`config.mk`:
```
export PLATFORM = sky130hd
export DESIGN_NAME = delay_line_pipe
export DESIGN_NICKNAME = d
export VERILOG_FILES = /design/src/rtl/delay_line_pkg.sv /design/src/rtl/delay_line_stage.sv /design/src/rtl/delay_line_pipe.sv
export SDC_FILE = /design/constraint.sdc
export NUM_CORES = 1
export LEC_CHECK = 0
export CAP_MARGIN = 10
export CORE_MARGIN = 10
export CORE_UTILIZATION = 50
export CTS_CLUSTER_DIAMETER = 120
export CTS_CLUSTER_SIZE = 25
export DETAILED_ROUTE_END_ITERATION = 10
export DONT_BUFFER_PORTS = 1
export PLACE_DENSITY = 0.63
export SLEW_MARGIN = 20
export SYNTH_ARGS = -nofsm -noshare
export SYNTH_HDL_FRONTEND = slang
export SYNTH_SLANG_ARGS = --single-unit
```
`constraint.sdc`:
```
create_clock -name clk -period 3.25 [get_ports clk]
set_input_delay 0.1625 -clock clk [delete_from_list [all_inputs] [get_ports clk]]
set_output_delay 0.1625 -clock clk [all_outputs]
set_load 0.005 [all_outputs]
```
`src/rtl/delay_line_pkg.sv`:
```
// delay_line_pkg
//   Shared definitions for the delay_line_pipe slice: legal depth limits,
//   the {valid, data} stage record and a depth legality helper.
//   Optional feature macro used by the slice: DELAY_LINE_BYPASS_EN.
package delay_line_pkg;

  localparam int MAX_DEPTH_MIN = 2;
  localparam int MAX_DEPTH_MAX = 64;
  localparam int DEFAULT_WIDTH = 32;

  // One pipeline stage at the default data width; valid sits in the MSB.
  typedef struct packed {
    logic                     valid;
    logic [DEFAULT_WIDTH-1:0] data;
  } stage_t;

  function automatic bit depth_legal(int depth);
    return (depth >= MAX_DEPTH_MIN) && (depth <= MAX_DEPTH_MAX);
  endfunction

endpackage

```
`src/rtl/delay_line_stage.sv`:
```
// delay_line_stage
//   One {valid, data} register of the delay line. Synchronous active-high
//   reset, then flush, then enable; with en=0 the stage holds.
// Ports:
//   clk        - clock, rising edge
//   rst        - synchronous reset, active high
//   en         - load enable
//   flush      - clear contents at the next edge
//   prev_valid - valid bit from the previous stage (or the input)
//   prev_data  - data from the previous stage (or the input)
//   valid      - registered valid bit
//   data       - registered data
module delay_line_stage
  import delay_line_pkg::*;
#(
  parameter int WIDTH = 32
) (
  input  logic             clk,
  input  logic             rst,
  input  logic             en,
  input  logic             flush,
  input  logic             prev_valid,
  input  logic [WIDTH-1:0] prev_data,
  output logic             valid,
  output logic [WIDTH-1:0] data
);

  always_ff @(posedge clk) begin
    if (rst || flush) begin
      valid <= 1'b0;
      data  <= '0;
    end else if (en) begin
      valid <= prev_valid;
      data  <= prev_data;
    end
  end

endmodule

```
`src/rtl/delay_line_pipe.sv`:
```
// delay_line_pipe
//   Runtime-selectable delay line of MAX_DEPTH {valid, data} stages. The
//   output is a tap mux onto stage (delay_sel-1); delay_sel is clamped to
//   MAX_DEPTH and 0 is treated as 1. A saturating fill counter drives
//   primed once enough enabled cycles have passed since reset/flush.
//   Macro DELAY_LINE_BYPASS_EN: when defined, delay_sel=0 routes in_* to
//   out_* combinationally and forces primed=1.
// Ports:
//   clk       - clock, rising edge
//   rst       - synchronous reset, active high (priority over flush, en)
//   en        - shift enable; 0 freezes stages and fill counter
//   flush     - clears stages and fill counter (priority over en)
//   delay_sel - requested delay in enabled cycles
//   in_valid  - input qualifier
//   in_data   - input data
//   out_valid - valid of selected tap
//   out_data  - data of selected tap
//   primed    - selected depth has been filled since reset/flush
module delay_line_pipe
  import delay_line_pkg::*;
#(
  parameter int WIDTH     = 32,
  parameter int MAX_DEPTH = 8,
  parameter int SEL_W     = $clog2(MAX_DEPTH + 1)
) (
  input  logic             clk,
  input  logic             rst,
  input  logic             en,
  input  logic             flush,
  input  logic [SEL_W-1:0] delay_sel,
  input  logic             in_valid,
  input  logic [WIDTH-1:0] in_data,
  output logic             out_valid,
  output logic [WIDTH-1:0] out_data,
  output logic             primed
);

  localparam int CNT_W = $clog2(MAX_DEPTH + 1);
  localparam int IDX_W = $clog2(MAX_DEPTH);

  if (!depth_legal(MAX_DEPTH)) begin : g_bad_depth
    $error("delay_line_pipe: MAX_DEPTH out of range");
  end

  logic [MAX_DEPTH-1:0] stage_valid;
  logic [WIDTH-1:0]     stage_data [MAX_DEPTH];
  logic [CNT_W-1:0]     fill_cnt;
  logic [CNT_W-1:0]     eff_depth;
  logic [IDX_W-1:0]     tap;

  for (genvar k = 0; k < MAX_DEPTH; k++) begin : g_stage
    logic             prev_valid;
    logic [WIDTH-1:0] prev_data;

    if (k == 0) begin : g_head
      assign prev_valid = in_valid;
      assign prev_data  = in_data;
    end else begin : g_tail
      assign prev_valid = stage_valid[k-1];
      assign prev_data  = stage_data[k-1];
    end

    delay_line_stage #(
      .WIDTH(WIDTH)
    ) u_stage (
      .clk       (clk),
      .rst       (rst),
      .en        (en),
      .flush     (flush),
      .prev_valid(prev_valid),
      .prev_data (prev_data),
      .valid     (stage_valid[k]),
      .data      (stage_data[k])
    );
  end

  // Fill counter saturates at MAX_DEPTH so primed stays valid for any tap.
  always_ff @(posedge clk) begin
    if (rst || flush) begin
      fill_cnt <= '0;
    end else if (en && (fill_cnt != CNT_W'(MAX_DEPTH))) begin
      fill_cnt <= fill_cnt + CNT_W'(1);
    end
  end

  // Effective depth in 1..MAX_DEPTH; compare in 32 bits so an oversized
  // delay_sel clamps instead of wrapping.
  always_comb begin
    if (32'(delay_sel) > 32'(MAX_DEPTH)) begin
      eff_depth = CNT_W'(MAX_DEPTH);
    end else if (delay_sel == '0) begin
      eff_depth = CNT_W'(1);
    end else begin
      eff_depth = CNT_W'(delay_sel);
    end
  end

  assign tap = IDX_W'(eff_depth - CNT_W'(1));

  always_comb begin
    out_valid = stage_valid[tap];
    out_data  = stage_data[tap];
    primed    = (fill_cnt >= eff_depth);
`ifdef DELAY_LINE_BYPASS_EN
    if (delay_sel == '0) begin
      out_valid = in_valid;
      out_data  = in_data;
      primed    = 1'b1;
    end
`endif
  end

endmodule

```
==> impl_results.html <==
<table>
<tr><th>Metric</th><th>Value</th></tr>
<tr><th colspan="2">Die</th></tr>
<tr><td>Die X-Extent</td><td>190.2 µm</td></tr>
<tr><td>Die Ht</td><td>190.2 µm</td></tr>
<tr><td>I/O pin cnt</td><td>75</td></tr>
<tr><td>Number of placement rows</td><td>62</td></tr>
<tr><td>Die outline area</td><td>0.03618 mm²</td></tr>
<tr><td>Area of the core</td><td>0.02863 mm²</td></tr>
<tr><td>Initial Utilization</td><td>50.61%</td></tr>
<tr><th colspan="2">Clocking</th></tr>
<tr><td>CTS root buf</td><td>clkbuf_16</td></tr>
<tr><td>Total clock buffers created by CTS</td><td>14</td></tr>
<tr><td>TritonCTS clock tree</td><td>yes</td></tr>
<tr><td>Clk_lat worst skew</td><td>0.50 ns</td></tr>
<tr><td>Buffer count from post-CTS setup fixing</td><td>0</td></tr>
<tr><td>Depth of the CTS H-tree</td><td>1</td></tr>
<tr><td>Sink count of the clock tree</td><td>268</td></tr>
<tr><td>Longest Clk Path Bufs</td><td>3</td></tr>
<tr><td>Worst-path clk slew</td><td>0.10 ns</td></tr>
<tr><td>Post-cts gate resize count</td><td>0</td></tr>
<tr><th colspan="2">Drt</th></tr>
<tr><td>Total wire length after detailed routing</td><td>37040 µm</td></tr>
<tr><td>Initial detailed-routing violation count</td><td>786</td></tr>
<tr><td>Overall via count from detail_route</td><td>12409</td></tr>
<tr><td>Number of iterations in the first detailed-routing pass</td><td>5</td></tr>
<tr><td>Via density</td><td>5.705</td></tr>
<tr><td>Per-cell routed wire length</td><td>17.03 µm</td></tr>
<tr><td>Detail Route Antenna Nets</td><td>0</td></tr>
<tr><td>Number of DRC violations after detailed routing</td><td>0</td></tr>
<tr><th colspan="2">Yosys</th></tr>
<tr><td>Synth Warn #</td><td>0</td></tr>
<tr><td>Leading register cell type out of synthesis</td><td>dfxtp_1</td></tr>
<tr><td>Mean area per synthesized cell</td><td>8.629 µm²</td></tr>
<tr><td>Synth top area share</td><td>37.03%</td></tr>
<tr><td>Cells after Synth</td><td>1679</td></tr>
<tr><td>Synth cell count leaders</td><td>268 x dfxtp_1, 268 x nor2_1, 266 x mux2i_1</td></tr>
<tr><td>Post-synth design cell area</td><td>0.01449 mm²</td></tr>
<tr><td>Share of the yosys chip area belonging to registers</td><td>37.03%</td></tr>
<tr><td>Biggest area consumer among synthesized cells</td><td>dfxtp_1</td></tr>
<tr><td>Synthesis-stage register bit count</td><td>268</td></tr>
<tr><td>Async S/R FF share, synth</td><td>0%</td></tr>
<tr><td>Number of nets produced by synthesis</td><td>1727</td></tr>
<tr><td>Unique masters post-synth</td><td>36</td></tr>
<tr><td>Number of enable flip-flop cells after synthesis</td><td>0</td></tr>
<tr><td>Top cells by area in the synthesized netlist</td><td>dfxtp_1 37%, mux2i_1 18%, nor2_1 6.9%</td></tr>
<tr><th colspan="2">Place</th></tr>
<tr><td>Minimum setup slack after placement</td><td>0.5716 ns</td></tr>
<tr><td>Detailed placement HPWL</td><td>18850 µm</td></tr>
<tr><td>Number of buffers added on ports</td><td>0</td></tr>
<tr><td>Global placement routability congestion</td><td>0.7356</td></tr>
<tr><th colspan="2">GRT</th></tr>
<tr><td>Vias in the first global route</td><td>11979</td></tr>
<tr><td>Largest net degree at the start of global routing</td><td>257</td></tr>
<tr><td>Gr usage total</td><td>19.86%</td></tr>
<tr><td>Antenna violations before repair</td><td>0</td></tr>
<tr><td>First-pass GRT wire length</td><td>61590 µm</td></tr>
<tr><td>Final global-route overflow total</td><td>0</td></tr>
<tr><th colspan="2">Worst setup path</th></tr>
<tr><td>Slowest cell on the critical path</td><td>buf_4</td></tr>
<tr><td>Most used cell, CP</td><td>buf_4</td></tr>
<tr><td>Sort of element at the start of the critical path</td><td>input port</td></tr>
<tr><td>Endpoint arrival time on the critical path</td><td>2.52 ns</td></tr>
<tr><td>Worst-path cell chain</td><td>o21ba_4 &gt; nor2_1 &gt; inv_1 &gt; ha_4 &gt; buf_4 &gt; nor4_1 &gt; mux2_2 &gt; nor4_2 &gt; buf_4</td></tr>
<tr><td>Worst Setup Path Type</td><td>input port to output pin</td></tr>
<tr><td>Required time worst endpoint</td><td>3.09 ns</td></tr>
<tr><td>Crit path max fanout</td><td>49</td></tr>
<tr><td>Stage delay of the slowest cell on the critical path</td><td>0.51 ns</td></tr>
<tr><td>Crit path capture type</td><td>output pin</td></tr>
<tr><th colspan="2">Power and ir drop</th></tr>
<tr><td>Worst supply voltage drop on vdd</td><td>372.9 µV</td></tr>
<tr><td>Overall power of the completed layout</td><td>6.418 mW</td></tr>
<tr><td>Leak pwr</td><td>5.890 nW</td></tr>
<tr><td>Pwr per Cell Area</td><td>372.5 mW/mm²</td></tr>
<tr><th colspan="2">STA</th></tr>
<tr><td>Slew @ Worst Pin</td><td>1.059 ns</td></tr>
<tr><td>Worst hold slack</td><td>0.2776 ns</td></tr>
<tr><td>RSZ-0062 raised after global routing</td><td>false</td></tr>
<tr><td>Max Slew Vio Count</td><td>0</td></tr>
<tr><td>Final setup skew</td><td>0.009220 ns</td></tr>
<tr><td>PnR worst setup slack</td><td>0.5689 ns</td></tr>
<tr><td>Setup TNS</td><td>0 ns</td></tr>
<tr><td>Achievable clock frequency</td><td>373.0 MHz</td></tr>
<tr><td>Final critical path time including I/O delays and setup</td><td>2.681 ns</td></tr>
<tr><td>Setup violations, final</td><td>0</td></tr>
<tr><td>Worst rel slew slack</td><td>29.32%</td></tr>
<tr><td>Final-report hold violation count</td><td>0</td></tr>
<tr><td>Share of the clock period used by the worst path</td><td>82.50%</td></tr>
<tr><th colspan="2">Finish</th></tr>
<tr><td>Diodes inserted</td><td>0</td></tr>
<tr><td>Fraction of layout cells with a size suffix above 1</td><td>8.431%</td></tr>
<tr><td>Synthesis-to-finish area growth</td><td>18.92%</td></tr>
<tr><td>Final-stage net count</td><td>1839</td></tr>
<tr><td>Utilization after layout</td><td>60.19%</td></tr>
<tr><th colspan="2">Outcome</th></tr>
<tr><td>Outcome</td><td>completed</td></tr>
<tr><th colspan="2">Min path</th></tr>
<tr><td>Path type of the worst min-delay path</td><td>input port to flop</td></tr>
<tr><th colspan="2">Flow run</th></tr>
<tr><td>Max Cap Viol</td><td>0</td></tr>
</table>
==> path summary, 6_finish.rpt <==
| check | depth (start not counted) | slack (ns) | endpoint | start |
|---|---|---|---|---|
| max | 9 | 0.57 | out_data[20] | delay_sel[1] |
| min | 3 | 0.28 | g_stage[7].u_stage.data[19]$_SDFFE_PP0P_ | rst |
| max reg2reg | 7 | 1.03 | fill_cnt[1]$_SDFFE_PP0P_ | fill_cnt[0]$_SDFFE_PP0P_ |
| min reg2reg | 2 | 0.54 | g_stage[2].u_stage.data[10]$_SDFFE_PP0P_ | g_stage[2].u_stage.data[10]$_SDFFE_PP0P_ |
==> worst max-delay path, delay by kind of cell <==
family                   cells  cell delay, ns
buffers and inverters        3            0.77
AND/OR/NAND/NOR              3            0.58
adder cells (fa/ha/maj)      1            0.46
multiplexers                 1            0.31
AO/OA/AOI/OAI                1            0.22
==> cells in the final DEF (no fill, tap or decap), drive strengths merged <==
cell type      n
nor2         268
dfxtp        268
mux2i        266
dlygate4sd3  218
nand2b       131
nand2        131
a21oi        129
nor4          98
nor3          65
mux2          65
nor4b         64
buf           37
clkbuf        15
inv            9
ha             7
a21o           3
o32ai          2
nand3          2
xor2           2
nor2b          2
xnor2          2
o21ba          1
o21bai         1
a221oi         1
o21ai          1
or2            1
nand3b         1
nand4          1
==> power by group <==
| part | internal, mW | switching [mW] |
|---|---|---|
| registers | 3.30 | 0.0179 |
| logic | 0.559 | 0.611 |
| clock network | 0.837 | 1.09 |
| total | 4.70 | 1.72 |
==> layer usage <==
layer | GRT usage (%) | wire length [µm]
met5 | 0 | 0
met4 | 4.210 | 522
met3 | 2.816 | 1737
met2 | 33.58 | 17480
met1 | 26.35 | 17300
==> flip-flops by register name, indices dropped and copies added (netlist names) <==
signal and count:
g_stage.u_stage.data 256, g_stage.u_stage.valid 8, fill_cnt 4
==> metrics by stage <==
| stage | instance area, µm² | instances |
|---|---|---|
| after floorplan | 14490 | 1679 |
| after CTS | 17230 | 2175 |
| after global placement | 14640 | 1940 |
| after detailed placement | 14640 | 1940 |
| final | 17230 | 2175 |
| after global routing | 17230 | 2175 |
==> area by class of cell <==
cell class                 count  area (µm²)
inverter                       8       30.03
clock inverter                 1       8.758
tap                          384       480.5
sequential                   268        5365
timing repair buffer         255        2530
multi-input combinational   1244        8439
fill                        2546       11400
clock buffer                  15       375.4
==> timing repair <==
item                                    4_1_cts  5_1_grt
hold buffers                                219        0
endpoints found under the setup margin        0        0
hold endpoints to repair                    265        0
==> kinds of logic after synthesis <==
logic type               share of synthesized area, %
flip-flops                                      37.03
AO/OA/AOI/OAI                                   5.018
multiplexers                                    24.13
XOR/XNOR                                       0.2937
AND/OR/NAND/NOR                                 27.85
adder cells (fa/ha/maj)                        0.6045
buffers and inverters                           5.069
(Power assumes the default switching activity.)
